===== src/rtl/selection_sender_pkg.sv =====
// Shared constants and FSM encoding for the selection sender/storer serial link.
// The storer side uses the same word and address widths.
package selection_sender_pkg;

  localparam int SEL_WORD_W = 12;
  localparam int SEL_ADDR_W = 3;

  typedef enum logic [2:0] {
    ST_IDLE,
    ST_SETUP,
    ST_SHIFT,
    ST_STROBE,
    ST_GAP
  } sel_state_t;

  function automatic int max_int(input int a, input int b);
    return (a > b) ? a : b;
  endfunction

endpackage


===== src/rtl/sel_req_fifo.sv =====
// Request buffer: registered pointers, combinational head; push ignored while full, pop while empty.
// Head data valid the cycle after a push; simultaneous push and pop leaves count unchanged.
module sel_req_fifo #(
  parameter int DATA_W = 15,
  parameter int DEPTH  = 4,
  localparam int PTR_W = $clog2(DEPTH)
) (
  input  logic              clk,
  input  logic              rst,
  input  logic              push,
  input  logic [DATA_W-1:0] push_dat,
  input  logic              pop,
  output logic [DATA_W-1:0] pop_dat,
  output logic [PTR_W:0]    count,
  output logic              full,
  output logic              empty
);

  logic [DATA_W-1:0] mem [DEPTH];
  logic [PTR_W-1:0]  wr_ptr;
  logic [PTR_W-1:0]  rd_ptr;
  logic              do_push;
  logic              do_pop;

  assign full    = (count == (PTR_W+1)'(DEPTH));
  assign empty   = (count == '0);
  assign do_push = push && !full;
  assign do_pop  = pop && !empty;
  assign pop_dat = mem[rd_ptr];

  always_ff @(posedge clk or posedge rst) begin
    if (rst) begin
      wr_ptr <= '0;
      rd_ptr <= '0;
      count  <= '0;
    end else begin
      if (do_push) wr_ptr <= wr_ptr + PTR_W'(1);
      if (do_pop)  rd_ptr <= rd_ptr + PTR_W'(1);
      case ({do_push, do_pop})
        2'b10:   count <= count + (PTR_W+1)'(1);
        2'b01:   count <= count - (PTR_W+1)'(1);
        default: count <= count;
      endcase
    end
  end

  // Storage needs no reset; entries are only read after being written.
  always_ff @(posedge clk) begin
    if (do_push) mem[wr_ptr] <= push_dat;
  end

endmodule


===== src/rtl/selection_sender.sv =====
// Serialises buffered (addr, word) requests into setup/shift/strobe/gap frames for the storer.
// First ctrl rise SETUP_CYCLES+1 edges after a push into an idle, empty sender; load_ready_out drops when full.
module selection_sender
  import selection_sender_pkg::*;
#(
  parameter int WORD_W       = SEL_WORD_W,
  parameter int ADDR_W       = SEL_ADDR_W,
  parameter int FIFO_DEPTH   = 4,
  parameter int SETUP_CYCLES = 2,
  parameter int GAP_CYCLES   = 2
) (
  input  logic                         ten_MHz_synch_in,
  input  logic                         reset_in,
  input  logic                         load_valid_in,
  output logic                         load_ready_out,
  input  logic [ADDR_W-1:0]            load_addr_in,
  input  logic [WORD_W-1:0]            load_data_in,
  input  logic                         hold_in,
  output logic                         data_ctrl_out,
  output logic                         serial_out,
  output logic [ADDR_W-1:0]            queue_out,
  output logic                         displaying_trigger_out,
  output logic                         busy_out,
  output logic [$clog2(FIFO_DEPTH):0]  fifo_count_out,
  output logic                         overflow_out
);

  localparam int BIT_W = $clog2(WORD_W);
  localparam int PH_W  = $clog2(max_int(SETUP_CYCLES, GAP_CYCLES) + 1);

  sel_state_t               state;
  logic [PH_W-1:0]          ph_cnt;
  logic [BIT_W-1:0]         bit_cnt;
  logic [WORD_W-1:0]        shreg;
  logic [ADDR_W+WORD_W-1:0] head;
  logic                     fifo_full;
  logic                     fifo_empty;
  logic                     push;
  logic                     start;

  assign load_ready_out = !fifo_full;
  assign push           = load_valid_in && !fifo_full;
  assign busy_out       = (state != ST_IDLE);

  // A frame may start from IDLE or straight out of the last GAP cycle.
  assign start = !fifo_empty && !hold_in &&
                 ((state == ST_IDLE) ||
                  ((state == ST_GAP) && (ph_cnt == PH_W'(GAP_CYCLES - 1))));

  sel_req_fifo #(
    .DATA_W (ADDR_W + WORD_W),
    .DEPTH  (FIFO_DEPTH)
  ) u_fifo (
    .clk      (ten_MHz_synch_in),
    .rst      (reset_in),
    .push     (push),
    .push_dat ({load_addr_in, load_data_in}),
    .pop      (start),
    .pop_dat  (head),
    .count    (fifo_count_out),
    .full     (fifo_full),
    .empty    (fifo_empty)
  );

  always_ff @(posedge ten_MHz_synch_in or posedge reset_in) begin
    if (reset_in) begin
      state                  <= ST_IDLE;
      ph_cnt                 <= '0;
      bit_cnt                <= '0;
      shreg                  <= '0;
      data_ctrl_out          <= 1'b0;
      serial_out             <= 1'b0;
      queue_out              <= '0;
      displaying_trigger_out <= 1'b1;
      overflow_out           <= 1'b0;
    end else begin
      if (load_valid_in && fifo_full) overflow_out <= 1'b1;

      case (state)
        ST_IDLE: begin
          if (start) begin
            queue_out <= head[ADDR_W+WORD_W-1:WORD_W];
            shreg     <= head[WORD_W-1:0];
            ph_cnt    <= '0;
            state     <= ST_SETUP;
          end
        end
        ST_SETUP: begin
          if (ph_cnt == PH_W'(SETUP_CYCLES - 1)) begin
            data_ctrl_out <= 1'b1;
            serial_out    <= shreg[0];
            shreg         <= {1'b0, shreg[WORD_W-1:1]};
            bit_cnt       <= '0;
            state         <= ST_SHIFT;
          end else begin
            ph_cnt <= ph_cnt + PH_W'(1);
          end
        end
        ST_SHIFT: begin
          if (bit_cnt == BIT_W'(WORD_W - 1)) begin
            data_ctrl_out          <= 1'b0;
            serial_out             <= 1'b0;
            displaying_trigger_out <= 1'b0;
            state                  <= ST_STROBE;
          end else begin
            serial_out <= shreg[0];
            shreg      <= {1'b0, shreg[WORD_W-1:1]};
            bit_cnt    <= bit_cnt + BIT_W'(1);
          end
        end
        ST_STROBE: begin
          displaying_trigger_out <= 1'b1;
          ph_cnt                 <= '0;
          state                  <= ST_GAP;
        end
        ST_GAP: begin
          if (start) begin
            queue_out <= head[ADDR_W+WORD_W-1:WORD_W];
            shreg     <= head[WORD_W-1:0];
            ph_cnt    <= '0;
            state     <= ST_SETUP;
          end else if (ph_cnt == PH_W'(GAP_CYCLES - 1)) begin
            state <= ST_IDLE;
          end else begin
            ph_cnt <= ph_cnt + PH_W'(1);
          end
        end
        default: state <= ST_IDLE;
      endcase
    end
  end

endmodule

===== config.mk =====
export PLATFORM = sky130hd
export DESIGN_NAME = selection_sender
export DESIGN_NICKNAME = d
export VERILOG_FILES = /design/src/rtl/selection_sender_pkg.sv /design/src/rtl/sel_req_fifo.sv /design/src/rtl/selection_sender.sv
export SDC_FILE = /design/constraint.sdc
export NUM_CORES = 1
export LEC_CHECK = 0
export BUFFER_PORTS_ARGS = -buffer_cell sky130_fd_sc_hd__buf_2
export CAP_MARGIN = 20
export CORE_ASPECT_RATIO = 0.5
export CORE_MARGIN = 1.5
export CORE_UTILIZATION = 45
export CTS_CLUSTER_DIAMETER = 80
export CTS_CLUSTER_SIZE = 28
export DETAILED_ROUTE_END_ITERATION = 7
export GPL_TIMING_DRIVEN = 0
export MAX_ROUTING_LAYER = met4
export PLACE_DENSITY_LB_ADDON = 0.12
export SLEW_MARGIN = 25
export SYNTH_ARGS = -nofsm -noshare
export SYNTH_HDL_FRONTEND = slang
export SYNTH_SLANG_ARGS = --single-unit

===== constraint.sdc =====
create_clock -name ten_MHz_synch_in -period 5.95 [get_ports ten_MHz_synch_in]
set_input_delay 0.595 -clock ten_MHz_synch_in [delete_from_list [all_inputs] [get_ports ten_MHz_synch_in]]
set_output_delay 0.595 -clock ten_MHz_synch_in [all_outputs]
set_load 0.01 [all_outputs]

==> impl_metrics.py <==
metrics = {
    "logic_synthesis": {
        "synth.avg_cell_area_um2": 17.5,
        "ys_seq_area_share_pct": 66.4,
        "synth.area.top_cells": "edfxtp_1, dfrtp_1, mux2_2",
        "synth.distinct_cells": 42,
        "synth-simple-area-share_pct": 4.90,
        "synth_top_area_share_pct": 44.7,
        "synth_seq_cells": 95,
        "synth-compound-area-share_pct": 4.22,
        "synth_area_um2": 4030,
        "synth.area.mux_share_pct": 17.6,
        "synthAdderAreaFrac_pct": 2.36,
        "synth_xor_area_share_pct": 1.74,
        "yosys_warnings": 0,
        "syn_nets": 257,
        "synth_cells": 231,
        "yosys.area.top_type": "edfxtp_1",
        "synth_top_family_by_area": "multiplexers",
    },
    "routing": {
        "drc": 0,
        "detail_route.first_pass.iterations": 4,
        "via_per_inst": 5.24,
        "ant_nets": 0,
        "vias": 2064,
        "wl_mm": 6.87,
        "drtIter0Drc": 68,
        "wire_per_inst_um": 17.4,
    },
    "floorplanning": {
        "fp.dieArea_um2": 9580,
        "io_pins": 31,
        "initial_core_util_pct": 46.3,
        "die_w_um": 137,
        "placementRows": 24,
        "fp.coreArea_um2": 8710,
        "die_h_um": 70.0,
    },
    "timing": {
        "tns_ns": 0,
        "rsz0062_at_grt": "no",
        "finalCriticalPeriod_ns": 2.65,
        "finalHoldViolCount": 0,
        "relSlewSlack_pct": 39.4,
        "fmax_mhz": 378,
        "worst_slack_ns": 3.30,
        "min_period_over_period_pct": 44.5,
        "setup_viol": 0,
        "tightest_slew_ns": 0.910,
        "skew_ns": 0.00727,
        "drv_slew": 0,
        "holdWs_ns": 0.404,
    },
    "critical_path": {
        "critPathKind": "register to register",
        "r2r_cells": 9,
        "timing.critical_path.fanout_max": 10,
        "crit_path_end_kind": "register",
        "rr_endpoint": "u_fifo.count[2]",
        "critPathLaunchType": "register",
        "critical_path_arrival_ns": 2.90,
        "r2r_start": "state[0]",
        "required_ns": 6.20,
        "r2r_slack_ns": 3.30,
    },
    "layout": {
        "final_area_um2": 4660,
        "postLayoutCoreUtil_pct": 53.5,
        "drive_gt1_share_pct": 34.7,
        "finalNetCount": 298,
        "final_cell_mix": "edfxtp_1, dfrtp_1, buf_2",
        "diodes": 0,
        "syn2layout_area_growth_pct": 15.5,
        "final_common_cell": "edfxtp_1",
    },
    "status": {
        "status": "complete, no violations",
    },
    "clock_network": {
        "ctsResizeCount": 0,
        "cts_tree": "built",
        "post_cts_buffers": 0,
        "cts_made_buffers": 9,
        "clkTransAtPathRegs_ns": 0.07,
        "cts_root_buf": "clkbuf_16",
        "holdBufCountCts": 0,
        "clk-insertion-delay-late_ns": 0.33,
        "cts_buffer_depth": 2,
        "cts_sinks": 95,
        "htreeDepth": 3,
    },
    "placement": {
        "place_congestion": 0.777,
        "io_buffers": 30,
        "place.detailed.hpwl_mm": 4.49,
        "post_dp_cell_area_um2": 4330,
        "dp_slack_ns": 3.32,
    },
    "worst_hold_path": {
        "min_path_type": "input port to async pin",
    },
    "job": {
        "maxCapViolCount": 0,
    },
    "power": {
        "power.density_nw_per_um2": 548,
        "power.leakage_nw": 1.82,
        "max-vdd-ir-drop_v": 0.000222,
    },
    "global_routing": {
        "grt_use_total_pct": 16.3,
        "antenna_found_initial": 0,
        "first_global_vias": 2147,
        "grt_max_degree": 36,
        "grt_pass1_wl_mm": 11.1,
        "grt-ovfl-total": 0,
    },
}
-- state kept, by name (all words and copies together), names as in the netlist --
name and cells:
u_fifo.rd_ptr 2, ph_cnt 2, bit_cnt 4, u_fifo.mem 60, queue_out 3, overflow_out 1, data_ctrl_out 1, shreg 12
u_fifo.wr_ptr 2, u_fifo.count 3, displaying_trigger_out 1, serial_out 1, state 3
-- cells by family (layout without fill, tap and decap cells) --
group	count (synthesis)	count (layout)
fa+ha+maj	7	7
flops	95	95
buf+inv	19	65
xor+xnor	8	8
compound gates	22	22
simple gates	36	36
mux	44	44
-- worst max path at each step --
stage / cells after the start / from / endpoint / slack [ns]
final: 9 / state[0] / u_fifo.count[2] / 3.30
after global routing: 9 / state[0] / u_fifo.count[2] / 3.15
after CTS: 9 / state[0] / u_fifo.count[2] / 3.27
after detailed placement: 9 / state[0] / u_fifo.count[2] / 3.32
after global placement: 9 / state[0] / u_fifo.count[2] / 3.35
after floorplan: 9 / state[0] / u_fifo.count[2] / 3.62
-- power by group --
part	switching, mW	internal (mW)	leakage [nW]
Clock	0.244	0.374	0.158
Sequential	0.0884	0.915	0.970
Combinational	0.452	0.481	0.689
-- stage by stage --
stage	total power [mW]	cells
after floorplan	1.73	231
after global placement	1.93	378
after detailed placement	1.97	378
after CTS	2.59	394
after global routing	2.71	394
final	2.55	394
-- cell usage after synthesis (all sizes together) --
| library cell | instances |
|---|---|
| dfrtp | 34 |
| a2111oi | 1 |
| nand4 | 1 |
| nor2 | 9 |
| nand2 | 8 |
| fa | 1 |
| o211ai | 1 |
| a21o | 1 |
| o31ai | 1 |
| nand3 | 3 |
| inv | 10 |
| nand2b | 4 |
| a221oi | 1 |
| a21boi | 1 |
| xor2 | 5 |
| mux2i | 3 |
| edfxtp | 60 |
| mux2 | 26 |
| nor3 | 2 |
| o21ai | 9 |
| or4b | 1 |
| ha | 6 |
| or3 | 1 |
| and3 | 4 |
| mux4 | 15 |
| dfstp | 1 |
| a22o | 3 |
| a31o | 1 |
| buf | 7 |
| nand3b | 1 |
| clkbuf | 2 |
| xnor2 | 3 |
| a21oi | 3 |
| nor3b | 1 |
| or2 | 1 |
-- worst max-delay path, cell delays in order, from the launching register on --
cell and delay [ns]:
dfrtp_1 0.39, buf_2 0.19, or2_4 0.26, a2111oi_4 0.59
ha_1 0.29, inv_1 0.06, fa_1 0.38, xor2_1 0.15
nor2_1 0.11, xor2_1 0.16
-- layer usage --
metal  up-vias  track usage, %  part of all wire (%)
met4         0            3.51                  0.50
met3         4            5.23                   3.9
met5         -               -                     0
met2        33            24.5                    47
met1      1060            22.0                    49
li1        967               -                     -
-- area by class of cell --
type,instances,area (um^2)
fill,719,4050
tap,117,146
clock inverter,7,105
clock buffer,9,225
inverter,10,37.5
timing repair buffer,30,150
multi-input combinational,117,1240
sequential,95,2680
buffer,9,75.1
Note: power is estimated with default switching activity, not from simulation.
